**config.mk**
```make
export PLATFORM = sky130hd
export DESIGN_NAME = decode_sequencer
export DESIGN_NICKNAME = d
export VERILOG_FILES = /design/src/rtl/decode_sequencer.sv
export SDC_FILE = /design/constraint.sdc
export NUM_CORES = 1
export LEC_CHECK = 0
export CORE_MARGIN = 4
export CORE_UTILIZATION = 42
export DETAILED_ROUTE_END_ITERATION = 16
export PLACE_DENSITY = 0.69
export SLEW_MARGIN = 0
export SYNTH_ARGS = -nofsm -noshare
export SYNTH_HDL_FRONTEND = slang
export SYNTH_SLANG_ARGS = --single-unit
```
**constraint.sdc**
```tcl
create_clock -name clk -period 23.9 [get_ports clk]
set_input_delay 4.78 -clock clk [delete_from_list [all_inputs] [get_ports clk]]
set_output_delay 4.78 -clock clk [all_outputs]
set_load 0.005 [all_outputs]
```
**src/rtl/decode_sequencer.sv**
```systemverilog
// Decode front-end: buffers fetched instructions in a FIFO and expands JUMP/BRANCH into two micro-op steps.
// Head entry decoded combinationally from registered state; outputs hold while uop_ready stays low.
module decode_sequencer #(
    parameter int REG_COUNT = 32,
    parameter int DEPTH     = 4
) (
    input  logic                         clk,
    input  logic                         rst,
    input  logic                         flush_i,
    input  logic                         instr_valid_i,
    output logic                         instr_ready_o,
    input  logic [31:0]                  instr_i,
    input  logic [31:0]                  instr_addr_i,
    input  logic                         compressed_i,
    output logic                         uop_valid_o,
    input  logic                         uop_ready_i,
    output logic [2:0]                   uop_class_o,
    output logic                         uop_step_o,
    output logic                         uop_last_o,
    output logic [$clog2(REG_COUNT)-1:0] rs1_o,
    output logic [$clog2(REG_COUNT)-1:0] rs2_o,
    output logic [$clog2(REG_COUNT)-1:0] rd_o,
    output logic [31:0]                  imm_o,
    output logic [31:0]                  pc_o,
    output logic [2:0]                   funct3_o,
    output logic                         illegal_o
);
    localparam int RW = $clog2(REG_COUNT);
    localparam int AW = $clog2(DEPTH);

    localparam logic [6:0] OPC_OP     = 7'b0110011;
    localparam logic [6:0] OPC_OPIMM  = 7'b0010011;
    localparam logic [6:0] OPC_LUI    = 7'b0110111;
    localparam logic [6:0] OPC_AUIPC  = 7'b0010111;
    localparam logic [6:0] OPC_LOAD   = 7'b0000011;
    localparam logic [6:0] OPC_STORE  = 7'b0100011;
    localparam logic [6:0] OPC_JAL    = 7'b1101111;
    localparam logic [6:0] OPC_JALR   = 7'b1100111;
    localparam logic [6:0] OPC_BRANCH = 7'b1100011;
    localparam logic [6:0] OPC_SYSTEM = 7'b1110011;

    localparam logic [2:0] C_ALU    = 3'd0;
    localparam logic [2:0] C_LOAD   = 3'd1;
    localparam logic [2:0] C_STORE  = 3'd2;
    localparam logic [2:0] C_JUMP   = 3'd3;
    localparam logic [2:0] C_BRANCH = 3'd4;
    localparam logic [2:0] C_CSR    = 3'd5;
    localparam logic [2:0] C_SYSTEM = 3'd6;
    localparam logic [2:0] C_ILL    = 3'd7;

    typedef struct packed {
        logic [31:0] instr;
        logic [31:0] addr;
        logic        compressed;
    } entry_t;

    entry_t        mem [DEPTH];
    logic [AW-1:0] wr_ptr;
    logic [AW-1:0] rd_ptr;
    logic [AW:0]   count;
    logic          step;

    logic full;
    logic empty;
    logic push;
    logic handshake;

    assign full          = (count == (AW+1)'(DEPTH));
    assign empty         = (count == '0);
    assign instr_ready_o = !full && !flush_i && !rst;
    assign push          = instr_valid_i && instr_ready_o;
    assign uop_valid_o   = !empty;
    assign handshake     = uop_valid_o && uop_ready_i;

    entry_t      head;
    logic [31:0] ins;
    logic [2:0]  f3;
    logic [31:0] imm_i, imm_s, imm_br, imm_u, imm_j;
    logic [2:0]  cls;
    logic [31:0] imm_a, imm_b;
    logic        two_step;
    logic        use_rd, use_rs1, use_rs2;
    logic        rv32e_bad;

    assign head   = mem[rd_ptr];
    assign ins    = head.instr;
    assign f3     = ins[14:12];
    assign imm_i  = {{20{ins[31]}}, ins[31:20]};
    assign imm_s  = {{20{ins[31]}}, ins[31:25], ins[11:7]};
    assign imm_br = {{19{ins[31]}}, ins[31], ins[7], ins[30:25], ins[11:8], 1'b0};
    assign imm_u  = {ins[31:12], 12'b0};
    assign imm_j  = {{11{ins[31]}}, ins[31], ins[19:12], ins[20], ins[30:21], 1'b0};

    always_comb begin
        cls      = C_ILL;
        imm_a    = '0;
        imm_b    = '0;
        two_step = 1'b0;
        use_rd   = 1'b0;
        use_rs1  = 1'b0;
        use_rs2  = 1'b0;
        case (ins[6:0])
            OPC_OP: begin
                cls = C_ALU;
                {use_rd, use_rs1, use_rs2} = 3'b111;
            end
            OPC_OPIMM: begin
                cls   = C_ALU;
                imm_a = (f3 == 3'b001 || f3 == 3'b101) ? {27'b0, ins[24:20]} : imm_i;
                {use_rd, use_rs1} = 2'b11;
            end
            OPC_LUI, OPC_AUIPC: begin
                cls    = C_ALU;
                imm_a  = imm_u;
                use_rd = 1'b1;
            end
            OPC_LOAD: begin
                cls   = (f3 == 3'b011 || f3 == 3'b110 || f3 == 3'b111) ? C_ILL : C_LOAD;
                imm_a = imm_i;
                {use_rd, use_rs1} = 2'b11;
            end
            OPC_STORE: begin
                cls   = (f3 > 3'b010) ? C_ILL : C_STORE;
                imm_a = imm_s;
                {use_rs1, use_rs2} = 2'b11;
            end
            OPC_JAL: begin
                cls      = C_JUMP;
                two_step = 1'b1;
                imm_a    = head.compressed ? 32'd2 : 32'd4;
                imm_b    = imm_j;
                use_rd   = 1'b1;
            end
            OPC_JALR: begin
                cls      = C_JUMP;
                two_step = 1'b1;
                imm_a    = head.compressed ? 32'd2 : 32'd4;
                imm_b    = imm_i;
                {use_rd, use_rs1} = 2'b11;
            end
            OPC_BRANCH: begin
                cls      = (f3 == 3'b010 || f3 == 3'b011) ? C_ILL : C_BRANCH;
                two_step = 1'b1;
                imm_b    = imm_br;
                {use_rs1, use_rs2} = 2'b11;
            end
            OPC_SYSTEM: begin
                if (f3 != 3'b000) begin
                    cls     = (f3 == 3'b100) ? C_ILL : C_CSR;
                    imm_a   = {27'b0, ins[19:15]};
                    use_rd  = 1'b1;
                    // Immediate-form CSR ops reuse the rs1 field as zimm.
                    use_rs1 = !f3[2];
                end else begin
                    cls = (ins[31:20] == 12'h000 || ins[31:20] == 12'h001 ||
                           ins[31:20] == 12'h302) ? C_SYSTEM : C_ILL;
                end
            end
            default: cls = C_ILL;
        endcase

        rv32e_bad = (REG_COUNT == 16) &&
                    ((use_rd && ins[11]) || (use_rs1 && ins[19]) || (use_rs2 && ins[24]));
        if (cls == C_ILL || rv32e_bad) begin
            cls      = C_ILL;
            imm_a    = '0;
            imm_b    = '0;
            two_step = 1'b0;
        end
    end

    assign uop_class_o = cls;
    assign illegal_o   = (cls == C_ILL);
    assign uop_step_o  = step;
    assign uop_last_o  = !empty && (step || !two_step);
    assign imm_o       = step ? imm_b : imm_a;
    assign pc_o        = head.addr;
    assign funct3_o    = f3;
    assign rs1_o       = ins[15 +: RW];
    assign rs2_o       = ins[20 +: RW];
    assign rd_o        = ins[7 +: RW];

    // Storage is cleared on reset so the idle head never decodes from X.
    always_ff @(posedge clk or posedge rst) begin
        if (rst) begin
            for (int i = 0; i < DEPTH; i++) mem[i] <= '0;
            wr_ptr <= '0;
            rd_ptr <= '0;
            count  <= '0;
            step   <= 1'b0;
        end else if (flush_i) begin
            wr_ptr <= '0;
            rd_ptr <= '0;
            count  <= '0;
            step   <= 1'b0;
        end else begin
            if (push) begin
                mem[wr_ptr] <= {instr_i, instr_addr_i, compressed_i};
                wr_ptr      <= wr_ptr + 1'b1;
            end
            if (handshake) begin
                if (uop_last_o) begin
                    rd_ptr <= rd_ptr + 1'b1;
                    step   <= 1'b0;
                end else begin
                    step   <= 1'b1;
                end
            end
            case ({push, handshake && uop_last_o})
                2'b10:   count <= count + 1'b1;
                2'b01:   count <= count - 1'b1;
                default: count <= count;
            endcase
        end
    end
endmodule

```
* Word level (Yosys, flattened, before mapping)
Cells that the tools add are included.
** Word-level totals
- Register bits after elaboration :: 268
- Input bits :: 70
- Output and inout bits :: 90
- Logic and storage cells :: 117
** Cells by class
- Add/sub/neg operators :: 4
- Magnitude comparators :: 4
- Equality and inequality tests :: 24
- Muxes and demuxes :: 34
- Bitwise gates (word level) :: 3
- Reduce and logical (&&, ||, !) cells :: 32
** Operators with widths (number)
- $bwmux 260 :: 1
- $mux 65 :: 3
- $pmux 32 s6 :: 1
- $bmux 65 s2 :: 1
- $demux 65 s2 :: 1
- $mux 32 :: 4
- $pmux 32 s3 :: 1
- $eq 7x7->1 const B :: 4
- $eq 3x3->1 const B :: 7
- $eq 7x6->1 const B :: 3
- $pmux 3 s6 :: 1
- $mux 2 :: 8
- $mux 3 :: 5
- $eq 7x5->1 const B :: 2
- $eq 12x1->1 const B :: 1
- $eq 12x10->1 const B :: 1
- $logic_not 12->1 :: 1
- $eq 7x2->1 const B :: 1
- $logic_and 1x1->1 :: 7
- $logic_or 1x1->1 :: 7
- $eq 3x2->1 const B :: 2
- $ge 3x3->1 const B :: 2
- $mux 1 :: 6
- $not 2->3 :: 2
- 19 further kinds :: 29

* Logic depth before layout (Yosys ltp)
Gate-level depths: netlist of the first run.
- Depth in word-level cells :: 19
- Mapped depth :: 13
- Mapped depth without buffers :: 11

* Worst setup path before layout of the first run
No wires, ideal clock.
- Path kind :: input to output
- From :: in flush_i
- To :: out instr_ready_o
- Data arrival time :: 5.244 ns
- Required time :: 19.120 ns
- Slack :: 13.876 ns
- Cell stages on the path :: 2
- Path buffers :: 1
- Cell sequence :: clkbuf_1 -> a211oi_1
** On the way
- Cells in the longest elaborated chain, start to end :: 3
** RTL lines
- from (decl) :: line 9 : input logic flush_i,
- $logic_not 1->1 :: line 70 : assign instr_ready_o = !full && !flush_i && !rst;
- $logic_and 1x1->1 (2 in series) :: line 70
- to (decl) :: line 11 : output logic instr_ready_o,
No other way between the ends.

* Worst setup path in the final report of the first run
Same ends and word-level chain as after synthesis.

==> parameters.txt, run 1 <==
Parameter                              Value

Logic synthesis
  Synthesized area divided by synthesized cell count ... between 15 and 20 um^2
  Share of async-settable or async-resettable flops after synthesis ... 1.00
  Post-synthesis sequential element count ... between 200 and 300
  Number of enable-type register cells in the synthesized netlist ... 0
  Synth Net Count ... 894
  Post-synthesis adder-cell area fraction ... 0.00560
  Area fraction in and, or, nand and nor cells after synthesis ... 0.0391
  Share of Yosys cell area claimed by the top area cell type ... 0.536
  Synth warn ... 0
  Sequential fraction of the synthesis area ... 0.536
  Count of unique library cells instantiated by Yosys ... 60
  Post-synthesis xor/xnor area fraction ... 0.00340
  Compound-Gate Fraction of Synth Area ... 0.0427
  Largest family of logic cells by synthesized area ... multiplexers
  Cells after synthesis ... 819
  Multiplexer share of the synthesized area ... 0.351
  Synth Cell Area ... 0.0125 mm^2
  Top area cells in the synthesized netlist ... sky130_fd_sc_hd__dfrtp_1, sky130_fd_sc_hd__mux2_2, sky130_fd_sc_hd__mux4_2
  Cell taking the most area after synthesis ... sky130_fd_sc_hd__dfrtp_1
  Main synth FF type ... sky130_fd_sc_hd__dfrtp_1

Setup path
  Delay of the slowest cell on the worst path ... 0.62 ns
  Worst endpoint data arrival time ... 6.37 ns
  Cell type with the highest occurrence count on the critical path ... sky130_fd_sc_hd__clkdlybuf4s50_1
  Endpoint kind of the worst setup timing path ... output port
  Cell family with most CP delay ... buffers and inverters
  Standard cell with the maximum stage delay on the critical path ... sky130_fd_sc_hd__clkdlybuf4s50_1
  Required time of the worst setup path ... 19.12 ns
  CP Class ... primary input to output port
  Cell-by-cell listing of the critical path ... clkdlybuf4s50_1 > a211oi_1 > clkdlybuf4s50_1
  Buffers and inverters on the worst path ... 2
  Setup crit start kind ... primary input
  Critical path fanouts, max ... 9

Drt
  Final wirelength ... around 28000 um
  Met2 wire length ... between 10000 and 15000 um
  Drt initial violations ... 402
  Final ANT Viol Nets ... 0
  Met3 wire len ... roughly 2100 um
  Via Count ... 7600
  Via/cell ratio ... around 5.6
  Detail-routed net length per standard cell ... 20.8 um
  Highest metal layer with signal wires ... met5
  DRT Pass-1 Iters ... 6
  Residual DRC count ... 0
  Met1 layer wirelength in the final routing ... 12400 um

Pwr
  Sequential group share of total power ... 0.400
  Switching fraction of total power ... 0.284
  Power Density ... 104 mW/mm^2
  Share of total power in the clock network ... 0.279
  VDD IR-drop max ... 0.0692 mV
  Internal power contribution ... 0.00115 W
  Total Power ... 0.00160 W
  Lkg Pwr ... 6.91 nW
  Net switching power ... about 0.00046 W
  Fraction of power consumed by combinational cells ... 0.321

CTS
  Root Driver ... sky130_fd_sc_hd__clkbuf_16
  Max Root-Sink Buffers ... 3
  Clock tree from TritonCTS ... built
  H-Tree Depth ... 1
  Total clock buffers created by CTS ... 30
  CTS resizes ... 0
  Clock input transition at the sequential cells of the worst setup and hold paths ... roughly 0.05 ns
  Hold buffer count at CTS ... 0
  Total setup buffers inserted after CTS ... 0
  Number of clock sinks ... ~270
  Insertion delay to the later sink of the worst-skew pair ... 0.54 ns

STA
  Setup violation total in the final timing report ... 0
  Relative slew slack ... 0.264
  Transition at the pin with the smallest max-transition slack ... 1.10 ns
  Hold violation total from the final report ... 0
  Setup repair after global routing missed its margin ... false
  Share of the clock period used by the worst path after layout ... 0.466
  Min cycle time layout ... ~11 ns
  Final-report max-slew violation count ... 0
  Clk_skew ... 0.0154 ns
  F_max ... 0.0897 GHz
  Setup Total Neg Slack ... 0 ns

Placement
  Weighted congestion reported at the end of routability-driven placement ... 0.951
  Detailed-placement wirelength estimate ... around 17000 um
  Number of port buffers ... 159

Die
  Die X-Extent ... 181 um
  Area of the die ... 0.0326 mm^2
  Boundary Pins ... 160
  Initial standard-cell utilization of the core ... 0.430
  DIE HEIGHT ... 181 um
  Core Box Area ... approximately 0.029 mm^2
  Number of core rows ... just over 60

Global route
  Initial antenna violation count ... 2
  Tot GR Track Use ... 0.174
  Overall overflow remaining after global route ... 0
  Wire length of the first global-routing pass ... about 46000 um
  Pin count of the biggest net entering global routing ... ~110
  Via count of the first global-routing pass ... approximately 8300

Cells and area
  Total number of nets in the final design ... 1039
  Ratio of cells with drive above 1 in the final layout ... 0.399
  Antenna fix cells ... 0
  Commonest cells after routing, fill and taps aside ... sky130_fd_sc_hd__dfrtp_1, sky130_fd_sc_hd__mux2_2, sky130_fd_sc_hd__clkdlybuf4s50_1, sky130_fd_sc_hd__mux4_2, sky130_fd_sc_hd__clkbuf_16
  Most common cell after layout, fill and taps aside ... sky130_fd_sc_hd__dfrtp_1
  Signed area change from the synthesized netlist to the final layout ... 22.8%
  Layout filler cell count ... 2445

Job
  Number of maximum-capacitance violations ... 0

Run status
  Result of the run ... finished clean

Worst hold path
  Worst hold path class ... flop to flop
-- power groups by stage --
stage / clock, W / combinational, W / sequential (W)
floorplan: 0 / 0.000323 / 0.000620
CTS: 0.000460 / 0.000520 / 0.000642
detailed placement: 0 / 0.000517 / 0.000648
finish: 0.000447 / 0.000514 / 0.000641
global placement: 0 / 0.000509 / 0.000644
global route: 0.000479 / 0.000556 / 0.000656
-- kinds of logic (layout without fill, tap and decap cells) --
logic type | Yosys count | after routing
AO/OA/AOI/OAI | 67 | 67
XOR/XNOR | 4 | 4
adder cells (fa/ha/maj) | 5 | 5
buffers and inverters | 61 | 224
flip-flops | 268 | 268
multiplexers | 326 | 326
AND/OR/NAND/NOR | 88 | 88
-- Yosys cell counts (all sizes together) (8+ instances only) --
cell and n:
nand2 22, clkbuf 34, nor3 8, mux2 260, o21ai 12, and2 12, mux4 64, inv 11
nor2 15, dfrtp 268, buf 16, a21o 21
-- flip-flops by register name, indices dropped and copies added (netlist names) --
| register | count |
|---|---|
| mem | 260 |
| count | 3 |
| rd_ptr | 2 |
| wr_ptr | 2 |
| uop_step_o | 1 |
-- cell type report --
class	instances	area, um^2	share of cell area
sequential	268	6710	0.436
multi-input combinational	490	5560	0.361
timing repair buffer	163	1620	0.105
clock buffer	42	867	0.0564
tap	384	480	0.0312
clock inverter	8	92.6	0.00602
inverter	11	48.8	0.00317
-- metal layers --
metal | track usage | vias up
met4 | 0.0351 | 4
met5 | 0 | -
li1 | - | 3354
met3 | 0.0495 | 47
met1 | 0.235 | 3976
met2 | 0.285 | 219
-- stage by stage --
stage | utilization | area [um^2] | setup slack [ns] | hold slack [ns] | cells
5_1_grt | 0.529 | 15400 | 12.66 | 0.504 | 1366
3_5_place_dp | 0.496 | 14400 | 12.76 | 0.488 | 1316
2_1_floorplan | - | 12500 | 11.74 | 0.474 | 819
3_3_place_gp | 0.496 | 14400 | 12.75 | 0.482 | 1316
4_1_cts | 0.529 | 15400 | 12.73 | 0.501 | 1366
6_report | 0.529 | 15400 | 12.75 | 0.498 | 1366
-- final timing paths --
check,startpoint,end,slack (ns),cells past startpoint
min reg2reg,mem[126],mem[126],0.50,1
max in group asynchronous,rst,rd_ptr[0],17.51,3
min in group asynchronous,rst,wr_ptr[1],4.79,2
min,mem[126],mem[126],0.50,1
max reg2reg,rd_ptr[0],count[2],19.32,11
max,flush_i,instr_ready_o,12.75,3
(Power assumes the default switching activity.)
==> inputs of run 2 (changes only) <==
Clock period 23.9 ns to 11.1 ns, I/O delays scaled along.
==> parameters.txt, run 2 (synthesis gave the netlist of run 1 again) <==
Parameter                              Value

Die
  Core Box Area ... 0.0291 mm^2 (unchanged)
  Number of core rows ... 62 (unchanged)
  Area of the die ... 0.0326 mm^2 (unchanged)
  DIE HEIGHT ... 181 um (unchanged)
  Die X-Extent ... 181 um (unchanged)
  Boundary Pins ... 160 (unchanged)
  Initial standard-cell utilization of the core ... 0.430 (unchanged)

Setup path
  Critical path fanouts, max ... 44 (was 9)
  Setup crit start kind ... flop (was primary input)
  Required time of the worst setup path ... 8.88 ns (was 19.12 ns)
  FF-to-FF End ... count[2] (unchanged)
  Worst endpoint data arrival time ... 5.07 ns (was 6.37 ns)
  CP Class ... flop to output port (was primary input to output port)
  Endpoint kind of the worst setup timing path ... output port (unchanged)
  Worst reg2reg path depth ... 11 (unchanged)
  Critical R2R Launch ... rd_ptr[0] (unchanged)
  Setup slack of the most critical reg-to-reg path ... 6.63 ns (was 19.32 ns)

Placement
  Minimum setup slack after placement ... 4.31 ns (was 12.76 ns)
  Number of port buffers ... 159 (unchanged)
  Weighted congestion reported at the end of routability-driven placement ... 0.973 (was 0.951)
  Detailed-placement wirelength estimate ... 17700 um (was 17300 um)
  Number of cells in the design after placement ... 1315 (was 1316)
  Cell Area, Placed ... 0.0144 mm^2 (about the same)

CTS
  Clock tree from TritonCTS ... built (unchanged)
  Total setup buffers inserted after CTS ... 0 (unchanged)
  Clock input transition at the sequential cells of the worst setup and hold paths ... 0.06 ns (was 0.05 ns)
  Number of clock sinks ... 268 (unchanged)
  H-Tree Depth ... 1 (unchanged)
  Insertion delay to the later sink of the worst-skew pair ... 0.53 ns (was 0.54 ns)
  CTS resizes ... 0 (unchanged)
  Max Root-Sink Buffers ... 3 (unchanged)
  Root Driver ... sky130_fd_sc_hd__clkbuf_16 (unchanged)
  Hold buffer count at CTS ... 0 (unchanged)
  Total clock buffers created by CTS ... 29 (was 30)

Cells and area
  Register ranked first by flip-flop count ... mem (unchanged)
  Commonest cells after routing, fill and taps aside ... sky130_fd_sc_hd__dfrtp_1, sky130_fd_sc_hd__mux2_2, sky130_fd_sc_hd__clkdlybuf4s50_1, sky130_fd_sc_hd__mux4_2, sky130_fd_sc_hd__clkbuf_16 (unchanged)
  Signed area change from the synthesized netlist to the final layout ... 22.4% (was 22.8%)
  Flip-flop count of the largest register after layout ... 260 (unchanged)
  Antenna fix cells ... 0 (unchanged)
  Total number of nets in the final design ... 1037 (was 1039)
  Most common cell after layout, fill and taps aside ... sky130_fd_sc_hd__dfrtp_1 (unchanged)
  Post-route cell area ... 0.0153 mm^2 (was 0.0154 mm^2)
  Layout Cells excl Fill ... 1366 (unchanged)
  Ratio of cells with drive above 1 in the final layout ... 0.395 (was 0.399)
  Largest registers ... mem x260, count x3 (unchanged)

STA
  Share of the clock period used by the worst path after layout ... 0.657
  Least setup slack across all paths after layout ... 3.81 ns (was 12.75 ns)
  Setup violation total in the final timing report ... 0 (unchanged)
  Relative slew slack ... 0.262 (was 0.264)
  Clk_skew ... 0.0135 ns (was 0.0154 ns)
  Hold violation total from the final report ... 0 (unchanged)
  Transition at the pin with the smallest max-transition slack ... 1.11 ns (was 1.10 ns)
  Setup Total Neg Slack ... 0 ns (unchanged)
  Setup repair after global routing missed its margin ... false (unchanged)
  F_max ... 0.137 GHz
  Min cycle time layout ... 7.29 ns
  Final-report max-slew violation count ... 0 (unchanged)

Drt
  Detail-routed net length per standard cell ... 20.8 um (about the same)
  Residual DRC count ... 0 (unchanged)
  Drt initial violations ... 483 (was 402)
  DRT Pass-1 Iters ... 5 (was 6)
  Via Count ... 7575 (was 7600)
  Via/cell ratio ... 5.55 (was 5.56)
  Final ANT Viol Nets ... 0 (unchanged)
  Final wirelength ... 28400 um (about the same)

Pwr
  Lkg Pwr ... 6.89 nW (was 6.91 nW)
  VDD IR-drop max ... 0.132 mV (was 0.0692 mV)
  Power Density ... 222 mW/mm^2 (was 104 mW/mm^2)

Worst hold path
  Hold Crit Start ... mem[120] (was mem[126])
  Worst hold path class ... flop to flop (unchanged)
  Number of cells on the worst hold path ... 1 (unchanged)
  Worst Hold Path EP ... mem[120] (was mem[126])

Global route
  Wire length of the first global-routing pass ... 46300 um (about the same)
  Overall overflow remaining after global route ... 0 (unchanged)
  Tot GR Track Use ... 0.175 (was 0.174)
  Via count of the first global-routing pass ... 8108 (was 8255)
  Pin count of the biggest net entering global routing ... 153 (was 114)
  Initial antenna violation count ... 2 (unchanged)

Run status
  Result of the run ... finished clean (unchanged)

Job
  Number of maximum-capacitance violations ... 0 (unchanged)
==> run 2: worst max-delay path, cell delays in order (launching register included) <==
cell	delay, ns
sky130_fd_sc_hd__dfrtp_4	0.76
sky130_fd_sc_hd__buf_4	0.81
sky130_fd_sc_hd__mux4_2	0.72
sky130_fd_sc_hd__a21oi_1	0.27
sky130_fd_sc_hd__a2111oi_2	0.11
sky130_fd_sc_hd__o21ai_1	0.19
sky130_fd_sc_hd__a21o_1	0.23
sky130_fd_sc_hd__and3_1	0.30
sky130_fd_sc_hd__and2_1	0.41
sky130_fd_sc_hd__a21o_1	0.20
sky130_fd_sc_hd__clkdlybuf4s50_1	0.53
==> run 2: how the worst max path moves through the flow <==
stage	start	to	cells past startpoint
floorplan	rst	count[0]	1
finish	rd_ptr[0]	imm_o[24]	10
global route	rd_ptr[0]	imm_o[19]	10
detailed placement	rd_ptr[0]	imm_o[25]	10
global placement	rd_ptr[0]	imm_o[24]	10
CTS	rd_ptr[0]	imm_o[25]	10
==> run 2: layer usage <==
layer,wire length (um),track usage
met1,12700,0.239
met2,13300,0.283
met3,1880,0.0462
met4,538,0.0375
met5,27,0
==> run 2: cell type report <==
class / instances / area, um^2
Multi-Input combinational cell: 490 / 5560
Clock buffer: 45 / 846
Inverter: 11 / 48.8
Fill cell: 2452 / 13800
Sequential cell: 268 / 6710
Timing Repair Buffer: 162 / 1630
Tap cell: 384 / 480
Clock inverter: 6 / 58.8
==> run 2: stage by stage <==
stage	utilization	hold WS (ns)	total power, W
2_1_floorplan	-	0.474	0.00203
3_3_place_gp	0.496	0.481	0.00249
3_5_place_dp	0.496	0.487	0.00251
4_1_cts	0.527	0.500	0.00345
5_1_grt	0.527	0.505	0.00360
6_report	0.527	0.498	0.00341
==> run 2: where the power goes <==
part / leakage [nW] / switching (W) / internal [W] / total (W)
combinational: 2.94 / 0.000465 / 0.000649 / 0.00111
clock: 0.446 / 0.000374 / 0.000542 / 0.000916
sequential: 3.50 / 0.000139 / 0.00124 / 0.00138
total: 6.89 / 0.000978 / 0.00243 / 0.00341
